### config.mk
export PLATFORM = sky130hd
export DESIGN_NAME = snoop_loader_flat
export DESIGN_NICKNAME = d
export VERILOG_FILES = /design/src/rtl/snoop_loader_pkg.sv /design/src/rtl/snoop_loader_if.sv /design/src/rtl/snoop_loader.sv /design/src/flat_wrapper.sv
export SDC_FILE = /design/constraint.sdc
export NUM_CORES = 1
export LEC_CHECK = 0
export ABC_CLOCK_PERIOD_IN_PS = 3200
export CELL_PAD_IN_SITES_DETAIL_PLACEMENT = 0
export CELL_PAD_IN_SITES_GLOBAL_PLACEMENT = 2
export CORE_MARGIN = 2
export CORE_UTILIZATION = 36
export DETAILED_ROUTE_END_ITERATION = 7
export GPL_TIMING_DRIVEN = 0
export PLACE_DENSITY_LB_ADDON = 0.1
export RECOVER_POWER = 50
export SLEW_MARGIN = 15
export SYNTH_ARGS = -nofsm -noshare
export SYNTH_HDL_FRONTEND = slang
export SYNTH_SLANG_ARGS = --single-unit
### constraint.sdc
create_clock -name clk -period 3.2 [get_ports clk]
set_input_delay 0.64 -clock clk [delete_from_list [all_inputs] [get_ports clk]]
set_output_delay 0.64 -clock clk [all_outputs]
set_load 0.02 [all_outputs]
### src/rtl/snoop_loader_pkg.sv
// Shared opcodes, status codes and FSM state type for the snoop loader.
package snoop_loader_pkg;

  localparam logic [7:0] OP_WPRG  = 8'h01;
  localparam logic [7:0] OP_WMEM  = 8'h02;
  localparam logic [7:0] OP_RMEM  = 8'h03;
  localparam logic [7:0] OP_RUN   = 8'h04;
  localparam logic [7:0] OP_HALT  = 8'h05;

  localparam logic [7:0] ST_OK    = 8'h00;
  localparam logic [7:0] ST_BADOP = 8'hEE;

  typedef enum logic [3:0] {
    S_IDLE,
    S_ADDR,
    S_LEN,
    S_WDATA,
    S_RISSUE,
    S_RWAIT,
    S_RCAP,
    S_RSEND,
    S_STATUS
  } stateT;

  // States in which a host byte may be taken off the rx link.
  function automatic logic acceptsRx(input stateT s);
    return (s == S_IDLE) || (s == S_ADDR) || (s == S_LEN) || (s == S_WDATA);
  endfunction

endpackage

### src/rtl/snoop_loader_if.sv
// Host byte link plus CPU snoop port; master is the loader, slave the host/core side.
interface snoop_loader_if;

  logic [7:0] rx_data;
  logic       rx_valid;
  logic       rx_ready;
  logic [7:0] tx_data;
  logic       tx_valid;
  logic       tx_ready;
  logic [7:0] snoopa;
  logic [7:0] snoopd;
  logic [7:0] snoopq;
  logic       snoopm;
  logic       snoopp;
  logic       cpu_reset;
  logic       busy;

  modport master (
    input  rx_data, rx_valid, tx_ready, snoopq,
    output rx_ready, tx_data, tx_valid, snoopa, snoopd, snoopm, snoopp, cpu_reset, busy
  );

  modport slave (
    output rx_data, rx_valid, tx_ready, snoopq,
    input  rx_ready, tx_data, tx_valid, snoopa, snoopd, snoopm, snoopp, cpu_reset, busy
  );

endinterface

### src/rtl/snoop_loader.sv
// Byte-command sequencer for the CPU snoop port (load, read back, run/halt).
// Optional SNOOP_LOADER_AUTOHALT_EN: a WPRG/WMEM opcode also halts the core.
module snoop_loader
  import snoop_loader_pkg::*;
(
  input  logic           clk,
  input  logic           rst,
  snoop_loader_if.master bus
);

  stateT       r_state, w_nextState;
  logic [7:0]  r_op, w_nextOp;
  logic [7:0]  r_addr, w_nextAddr;
  logic [8:0]  r_count, w_nextCount;
  logic        r_rxReady, w_nextRxReady;
  logic [7:0]  r_txData, w_nextTxData;
  logic        r_txValid, w_nextTxValid;
  logic [7:0]  r_snoopA, w_nextSnoopA;
  logic [7:0]  r_snoopD, w_nextSnoopD;
  logic        r_snoopM, w_nextSnoopM;
  logic        r_snoopP, w_nextSnoopP;
  logic        r_cpuReset, w_nextCpuReset;
  logic        r_busy, w_nextBusy;

  logic        w_rxFire;
  logic        w_txFire;

  assign w_rxFire = bus.rx_valid && r_rxReady;
  assign w_txFire = r_txValid && bus.tx_ready;

  always_ff @(posedge clk or posedge rst) begin
    if (rst) begin
      r_state    <= S_IDLE;
      r_op       <= 8'h00;
      r_addr     <= 8'h00;
      r_count    <= 9'd0;
      r_rxReady  <= 1'b0;
      r_txData   <= 8'h00;
      r_txValid  <= 1'b0;
      r_snoopA   <= 8'h00;
      r_snoopD   <= 8'h00;
      r_snoopM   <= 1'b0;
      r_snoopP   <= 1'b0;
      r_cpuReset <= 1'b1;
      r_busy     <= 1'b0;
    end else begin
      r_state    <= w_nextState;
      r_op       <= w_nextOp;
      r_addr     <= w_nextAddr;
      r_count    <= w_nextCount;
      r_rxReady  <= w_nextRxReady;
      r_txData   <= w_nextTxData;
      r_txValid  <= w_nextTxValid;
      r_snoopA   <= w_nextSnoopA;
      r_snoopD   <= w_nextSnoopD;
      r_snoopM   <= w_nextSnoopM;
      r_snoopP   <= w_nextSnoopP;
      r_cpuReset <= w_nextCpuReset;
      r_busy     <= w_nextBusy;
    end
  end

  // Every output is computed one cycle ahead so that all of them leave on flops.
  always_comb begin
    w_nextState    = r_state;
    w_nextOp       = r_op;
    w_nextAddr     = r_addr;
    w_nextCount    = r_count;
    w_nextTxData   = r_txData;
    w_nextTxValid  = r_txValid;
    w_nextSnoopA   = r_snoopA;
    w_nextSnoopD   = r_snoopD;
    w_nextSnoopM   = 1'b0;
    w_nextSnoopP   = 1'b0;
    w_nextCpuReset = r_cpuReset;

    case (r_state)
      S_IDLE: begin
        if (w_rxFire) begin
          w_nextOp = bus.rx_data;
          case (bus.rx_data)
            OP_WPRG, OP_WMEM: begin
              w_nextState = S_ADDR;
`ifdef SNOOP_LOADER_AUTOHALT_EN
              w_nextCpuReset = 1'b1;
`endif
            end
            OP_RMEM: w_nextState = S_ADDR;
            OP_RUN, OP_HALT: begin
              w_nextCpuReset = (bus.rx_data == OP_HALT);
              w_nextState    = S_STATUS;
              w_nextTxData   = ST_OK;
              w_nextTxValid  = 1'b1;
            end
            default: begin
              w_nextState   = S_STATUS;
              w_nextTxData  = ST_BADOP;
              w_nextTxValid = 1'b1;
            end
          endcase
        end
      end
      S_ADDR: begin
        if (w_rxFire) begin
          w_nextAddr  = bus.rx_data;
          w_nextState = S_LEN;
        end
      end
      S_LEN: begin
        if (w_rxFire) begin
          w_nextCount = (bus.rx_data == 8'h00) ? 9'd256 : {1'b0, bus.rx_data};
          w_nextState = (r_op == OP_RMEM) ? S_RISSUE : S_WDATA;
        end
      end
      S_WDATA: begin
        if (w_rxFire) begin
          w_nextSnoopA = r_addr;
          w_nextSnoopD = bus.rx_data;
          w_nextSnoopP = (r_op == OP_WPRG);
          w_nextSnoopM = (r_op != OP_WPRG);
          w_nextAddr   = r_addr + 8'd1;
          w_nextCount  = r_count - 9'd1;
          if (r_count == 9'd1) begin
            w_nextState   = S_STATUS;
            w_nextTxData  = ST_OK;
            w_nextTxValid = 1'b1;
          end
        end
      end
      S_RISSUE: begin
        w_nextSnoopA = r_addr;
        w_nextAddr   = r_addr + 8'd1;
        w_nextState  = S_RWAIT;
      end
      // The core registers snoopq from snoopa during this cycle.
      S_RWAIT: w_nextState = S_RCAP;
      S_RCAP: begin
        w_nextTxData  = bus.snoopq;
        w_nextTxValid = 1'b1;
        w_nextState   = S_RSEND;
      end
      S_RSEND: begin
        if (w_txFire) begin
          w_nextCount = r_count - 9'd1;
          if (r_count == 9'd1) begin
            w_nextState  = S_STATUS;
            w_nextTxData = ST_OK;
          end else begin
            w_nextTxValid = 1'b0;
            w_nextState   = S_RISSUE;
          end
        end
      end
      S_STATUS: begin
        if (w_txFire) begin
          w_nextTxValid = 1'b0;
          w_nextState   = S_IDLE;
        end
      end
      default: w_nextState = S_IDLE;
    endcase

    w_nextRxReady = acceptsRx(w_nextState);
    w_nextBusy    = (w_nextState != S_IDLE);
  end

  assign bus.rx_ready  = r_rxReady;
  assign bus.tx_data   = r_txData;
  assign bus.tx_valid  = r_txValid;
  assign bus.snoopa    = r_snoopA;
  assign bus.snoopd    = r_snoopD;
  assign bus.snoopm    = r_snoopM;
  assign bus.snoopp    = r_snoopP;
  assign bus.cpu_reset = r_cpuReset;
  assign bus.busy      = r_busy;

endmodule

### src/flat_wrapper.sv
// flat-port wrapper written by rule: the top's interface ports become plain ports
module snoop_loader_flat import snoop_loader_pkg::*;
  (clk, rst, bus_rx_data, bus_rx_valid, bus_tx_ready, bus_snoopq, bus_rx_ready, bus_tx_data, bus_tx_valid, bus_snoopa, bus_snoopd, bus_snoopm, bus_snoopp, bus_cpu_reset, bus_busy);
  snoop_loader_if bus_i ();
  input  logic clk;
  input  logic rst;
  input wire logic [$bits(bus_i.rx_data)-1:0] bus_rx_data;
  input wire logic [$bits(bus_i.rx_valid)-1:0] bus_rx_valid;
  input wire logic [$bits(bus_i.tx_ready)-1:0] bus_tx_ready;
  input wire logic [$bits(bus_i.snoopq)-1:0] bus_snoopq;
  output wire logic [$bits(bus_i.rx_ready)-1:0] bus_rx_ready;
  output wire logic [$bits(bus_i.tx_data)-1:0] bus_tx_data;
  output wire logic [$bits(bus_i.tx_valid)-1:0] bus_tx_valid;
  output wire logic [$bits(bus_i.snoopa)-1:0] bus_snoopa;
  output wire logic [$bits(bus_i.snoopd)-1:0] bus_snoopd;
  output wire logic [$bits(bus_i.snoopm)-1:0] bus_snoopm;
  output wire logic [$bits(bus_i.snoopp)-1:0] bus_snoopp;
  output wire logic [$bits(bus_i.cpu_reset)-1:0] bus_cpu_reset;
  output wire logic [$bits(bus_i.busy)-1:0] bus_busy;
  assign bus_i.rx_data = bus_rx_data;
  assign bus_i.rx_valid = bus_rx_valid;
  assign bus_i.tx_ready = bus_tx_ready;
  assign bus_i.snoopq = bus_snoopq;
  assign bus_rx_ready = bus_i.rx_ready;
  assign bus_tx_data = bus_i.tx_data;
  assign bus_tx_valid = bus_i.tx_valid;
  assign bus_snoopa = bus_i.snoopa;
  assign bus_snoopd = bus_i.snoopd;
  assign bus_snoopm = bus_i.snoopm;
  assign bus_snoopp = bus_i.snoopp;
  assign bus_cpu_reset = bus_i.cpu_reset;
  assign bus_busy = bus_i.busy;
  snoop_loader u_core (.clk(clk), .rst(rst), .bus(bus_i));
endmodule
==> results of run 1 <==
-- cell type report --
type	instances	area share (%)
tap	105	3.32
inverter	7	0.664
timing repair buffer	49	12.4
buffer	15	1.52
clock buffer	10	3.48
clock inverter	6	2.85
sequential	59	37.3
multi-input combinational	221	38.4
-- where the power goes --
part / switching [uW] / internal (uW)
combinational: 547 / 525
sequential: 214 / 1030
clock: 322 / 540
total: 1080 / 2090
-- worst max-delay path by stage --
stage / start / endpoint / cells past startpoint
after floorplan: rst / u_core.bus.busy / 1
after global placement: rst / u_core.r_count[4] / 2
after detailed placement: bus_rx_valid / u_core.r_count[2] / 6
after CTS: bus_rx_valid / u_core.r_count[7] / 6
after global routing: bus_rx_valid / u_core.r_count[7] / 6
final: bus_rx_valid / u_core.r_count[7] / 6
-- synthesized netlist by cell type (3+ instances only) --
cell type	instances	area, sq um
dfrtp_1	58	1450
nand2_1	30	113
mux2_2	25	282
nor2_1	23	86.3
a21oi_1	17	85.1
o21ai_0	17	85.1
nand3_1	14	70.1
clkbuf_1	12	45.0
inv_1	7	26.3
nand4_1	7	43.8
mux2_4	6	90.1
nand2b_1	6	37.5
nor3_1	6	30.0
a22o_1	5	43.8
and3_1	4	25.0
or2_2	4	25.0
a22oi_1	3	22.5
buf_2	3	15.0
ha_1	3	37.5
o22ai_1	3	18.8
or4_1	3	22.5
-- placed cells by master, fill, tap and decap left out, types with 4 or more instances in the layout --
master and count:
o21ai_0 18, mux2_4 6, nand2_1 30, a21oi_1 17, clkbuf_1 12, inv_1 6
and3_1 4, clkdlybuf4s50_1 34, nand3_1 14, nor3_1 6, dlygate4sd3_1 15, mux2_2 25
nand4_1 7, clkbuf_8 10, a22o_1 5, dfrtp_1 58, nand2b_1 6, nor2_1 23
or2_2 4
-- critical path: cells and delay by family --
family | cells | cell delay [ns]
buf+inv | 2 | 1.03
compound gates | 3 | 0.87
simple gates | 1 | 0.24
-- state kept, by name, summed over array words and instances (netlist names), 4 cells and up --
| signal | cells |
|---|---|
| u_core.bus.snoopa | 8 |
| u_core.bus.snoopd | 8 |
| u_core.r_state | 4 |
| u_core.bus.tx_data | 8 |
| u_core.r_addr | 8 |
| u_core.r_op | 8 |
| u_core.r_count | 9 |
-- metrics by stage --
stage	hold WS (ns)	cell area (sq um)
global placement	0.482	3710
floorplan	0.448	3080
finish	0.494	3960
detailed placement	0.485	3710
global route	0.515	3960
CTS	0.500	3960
-- layer usage --
metal | vias to the layer above | global-route usage [%] | share of wire [%] | routed length, microns
met2 | 73 | 27.7 | 45 | 3540
met4 | 0 | 6.92 | 1.8 | 146
met5 | - | 0 | 0 | 0
li1 | 1220 | - | - | -
met1 | 1220 | 25.8 | 47 | 3750
met3 | 12 | 4.50 | 5.9 | 469
-- logic make-up after synthesis --
logic type,synth area share [%]
XOR/XNOR,0.284
buffers and inverters,2.80
AND/OR/NAND/NOR,20.6
multiplexers,12.7
adder cells (fa/ha/maj),1.22
flip-flops,47.9
AO/OA/AOI/OAI,14.5
==> impl_metrics.csv, run 1 <==
group,metric,value,unit
synth,synthFlopType,"dfrtp_1",
finish,final_util,47.9,%
routing,drtPass1Iterations,4,
global_routing,grt_pass1_wl,12700,microns
die,num_rows,33,
finish,n_antenna_cell,0,
critical_path,r2r_cells,6,
clocking,cts_max_level,3,
global_routing,antenna_found_initial,0,
timing,finalSetupViolations,0,
worst_hold_path,worstHoldStart,"u_core.r_op[1]",
finish,regArea,0.00148,sq mm
pwr,power,3180,uW
clocking,post_cts.repair.setup_buffers,0,
timing,skew,0.00778,ns
critical_path,worstReg2RegEnd,"u_core.r_count[7]",
clocking,insertion_delay,0.35,ns
timing,period_needed,2.55,ns
pwr,p_leak,0.00160,uW
global_routing,grt_max_degree,60,
timing,fmax,393,MHz
run_status,status,"finished clean",
synth,postSynthAreaPerCell,10.2,sq um
synth,synth_edf_count,0,
synth,async_flop_share,100,%
critical_path,crit_arrival,2.78,ns
timing,finalSetupTns,0,ns
die,core_region_area,0.00826,sq mm
routing,wl,7910,microns
clocking,root_buffer,"clkbuf_8",
global_routing,gr-total-overflow,0,
placement,routabilityCongestion,0.806,
critical_path,r2r_setup_slack,0.76,ns
synth,ys_types,58,
routing,drt_iter0_drc,88,
finish,fin_nets,385,
clocking,holdBufCountCts,0,
die,initial_core_util,37.3,%
placement,numPortBuffers,49,
timing,slew_headroom,17.3,%
timing,rsz0062_at_grt,"no",
critical_path,max_stage_delay,0.63,ns
die,die_area,0.00932,sq mm
routing,vias_per_cell,5.35,
finish,nFillCells,802,
synth,synth_cells,302,
run,cap_violations,0,
pwr,irDropWorstVdd,0.000476,V
pwr,p_per_area,803,mW/mm^2
routing,ant_nets,0,
worst_hold_path,hold_class,"flip-flop to flip-flop",
worst_hold_path,whs_path_depth,1,
timing,tightest_slew,1.24,ns
placement,post-place-ws,0.425,ns
placement,dp_hpwl,5470,microns
critical_path,worstPathRequired,3.44,ns
clocking,post_cts_resized,0,
global_routing,track_usage,18.5,%
finish,area.growth.synth_to_final,28.3,%
synth,ys_seq_area_share,47.9,%
routing,wl_per_cell,16.8,microns
placement,dp_cells,456,
die,die_w,96.6,microns
die,die_h,96.6,microns
timing,fin_crit_sh,79.6,%
routing,vias,2525,
routing,drc,0,
critical_path,crit_type,"primary input to flip-flop",
die,boundaryPins,50,
critical_path,crit_chain,"dlygate4sd3_1, nand3b_1, a211oi_1, clkbuf_1, o21ai_0, o2bb2ai_1",
clocking,clk_path_buf_depth,2,
finish,instances_no_fill,472,
clocking,clk_pin_slew,0.07,ns
synth,ys_warn_count,0,
critical_path,crit_slowest_cell,"dlygate4sd3_1",
finish,multi_input_area,0.00152,sq mm
timing,hold_viol,0,
clocking,cts.sinks,59,
global_routing,grt_pass1_vias,2413,
critical_path,crit_fanout,10,
critical_path,setup.worst_path.end_class,"flip-flop",
synth,syn_area,0.00308,sq mm
finish,drive_gt1_share,17.2,%
timing,layout_setup_ws,0.654,ns
clocking,numCtsBuffers,9,
timing,maxSlewViolCount,0,
critical_path,rr_startpoint,"u_core.r_state[2]",
worst_hold_path,holdPathEnd,"u_core.bus.snoopp",
synth,syn_nets,325,
critical_path,start_kind,"primary input",
synth,synth_seq_cells,59,
clocking,cts_tree,"yes",
(Power assumes the default switching activity.)
==> run 2, diff against run 1 <==
Settings changed: ABC_CLOCK_PERIOD_IN_PS 3200 to 2400, CORE_UTILIZATION 36 to 34.
Clock period 3.2 ns to 2.4 ns, I/O delays scaled along.
==> impl_metrics.csv, run 2 (synthesized netlist as in run 1, its figures left out) <==
group,metric,value,unit
run_status,status,"finished clean",
global_routing,grt_pass1_wl,13000,microns
critical_path,r2r_setup_slack,0.16,ns
pwr,p_per_area,1020,mW/mm^2
finish,drive_gt1_share,18.0,%
critical_path,crit_fanout,8,
timing,slew_headroom,29.9,%
placement,dp_hpwl,5580,microns
critical_path,crit_slowest_cell,"or4b_1",
global_routing,track_usage,16.8,%
finish,fin_nets,386,
global_routing,antenna_found_initial,0,
die,die_h,99.2,microns
die,num_rows,34,
die,initial_core_util,35.2,%
critical_path,critPathBufInv,1,
pwr,irDropWorstVdd,0.000556,V
clocking,numCtsBuffers,9,
timing,fin_crit_sh,93.4,%
global_routing,grt_max_degree,47,
finish,multi_input_area,0.00153,sq mm
die,boundaryPins,50,
routing,vias_per_cell,5.30,
timing,tightest_slew,1.05,ns
clocking,holdBufCountCts,0,
routing,drc,0,
timing,fmax,446,MHz
timing,finalSetupViolations,0,
routing,drt_iter0_drc,91,
finish,instances_no_fill,475,
timing,maxSlewViolCount,0,
finish,largest-register,"u_core.r_count",
critical_path,start_kind,"flip-flop",
finish,n_antenna_cell,0,
placement,dp_cells,460,
die,die_w,99.2,microns
timing,finalSetupTns,0,ns
critical_path,worstPathRequired,2.62,ns
pwr,power,3990,uW
timing,hold_viol,0,
timing,skew,0.0146,ns
routing,drtPass1Iterations,4,
critical_path,max_stage_delay,0.51,ns
timing,holdWs,0.498,ns
clocking,cts_tree,"yes",
finish,area.growth.synth_to_final,27.0,%
critical_path,crit_chain,"inv_1, ha_1, or4b_1, or2_4, a21oi_4, nand3_4, mux2_4",
pwr,p_leak,0.00157,uW
die,core_region_area,0.00876,sq mm
finish,largest_register_ffs,9,
placement,routabilityCongestion,0.795,
finish,layout_commonest_cell,"dfrtp_1",
critical_path,setup.worst_path.end_class,"flip-flop",
critical_path,crit_family,"simple AND/OR/NAND/NOR gates",
critical_path,crit_type,"flip-flop to flip-flop",
routing,wl_per_cell,16.4,microns
timing,period_needed,2.24,ns
worst_hold_path,hold_class,"flip-flop to flip-flop",
finish,nFillCells,885,
die,die_area,0.00985,sq mm
clocking,root_buffer,"clkbuf_8",
run,cap_violations,0,
clocking,cts_max_level,3,
clocking,insertion_delay,0.34,ns
routing,ant_nets,0,
placement,numPortBuffers,49,
finish,final_cell_mix,"dfrtp_1, clkdlybuf4s50_1, nand2_1",
critical_path,crit_arrival,2.46,ns
clocking,clk_path_buf_depth,2,
routing,vias,2516,
clocking,clk_pin_slew,0.07,ns
timing,rsz0062_at_grt,"yes",
clocking,cts.sinks,59,
finish,regArea,0.00148,sq mm
finish,final_util,44.7,%
global_routing,grt_pass1_vias,2464,
routing,wl,7810,microns
global_routing,gr-total-overflow,0,
-- run 2: through the flow --
| stage | instance area (sq um) | worst slack [ns] |
|---|---|---|
| after floorplan | 3080 | 0.361 |
| after global placement | 3710 | -0.752 |
| after detailed placement | 3740 | -0.183 |
| after CTS | 3930 | 0.0348 |
| after global routing | 3920 | -0.00720 |
| final | 3920 | 0.158 |
-- run 2: worst paths after layout --
kind,from,endpoint,cells past startpoint
max in group asynchronous,rst,u_core.bus.snoopm,3
max,u_core.r_count[1],u_core.bus.tx_data[1],7
min,u_core.bus.tx_data[4],u_core.bus.tx_data[4],1
max reg2reg,u_core.r_count[1],u_core.bus.tx_data[1],7
min in group asynchronous,rst,u_core.bus.busy,2
min reg2reg,u_core.bus.tx_data[4],u_core.bus.tx_data[4],1
-- run 2: layer usage --
layer	wire length [microns]	GRT usage, %	vias to the layer above
met1	4000	23.9	1227
li1	-	-	1228
met5	0	0	-
met3	312	4.22	8
met2	3420	25.7	53
met4	82	4.43	0
-- run 2: final cells by class --
class	count	area share, %
Multi-Input combinational cell	221	39.0
Sequential cell	59	37.7
Timing Repair Buffer	50	12.6
Clock buffer	10	3.51
Tap cell	108	3.45
Buffer	15	1.56
Clock inverter	5	1.37
Inverter	7	0.703
-- run 2: what timing repair did --
action | CTS | global route
endpoints found under the setup margin | 0 | 9
resized for setup | 0 | 4
buffers inserted | 0 | 0
-- run 2: power by group --
part           internal [uW]  switching [uW]  total (uW)
registers               1370             283        1650
logic                    707             725        1430
clock network            498             411         910
total                   2580            1420        3990
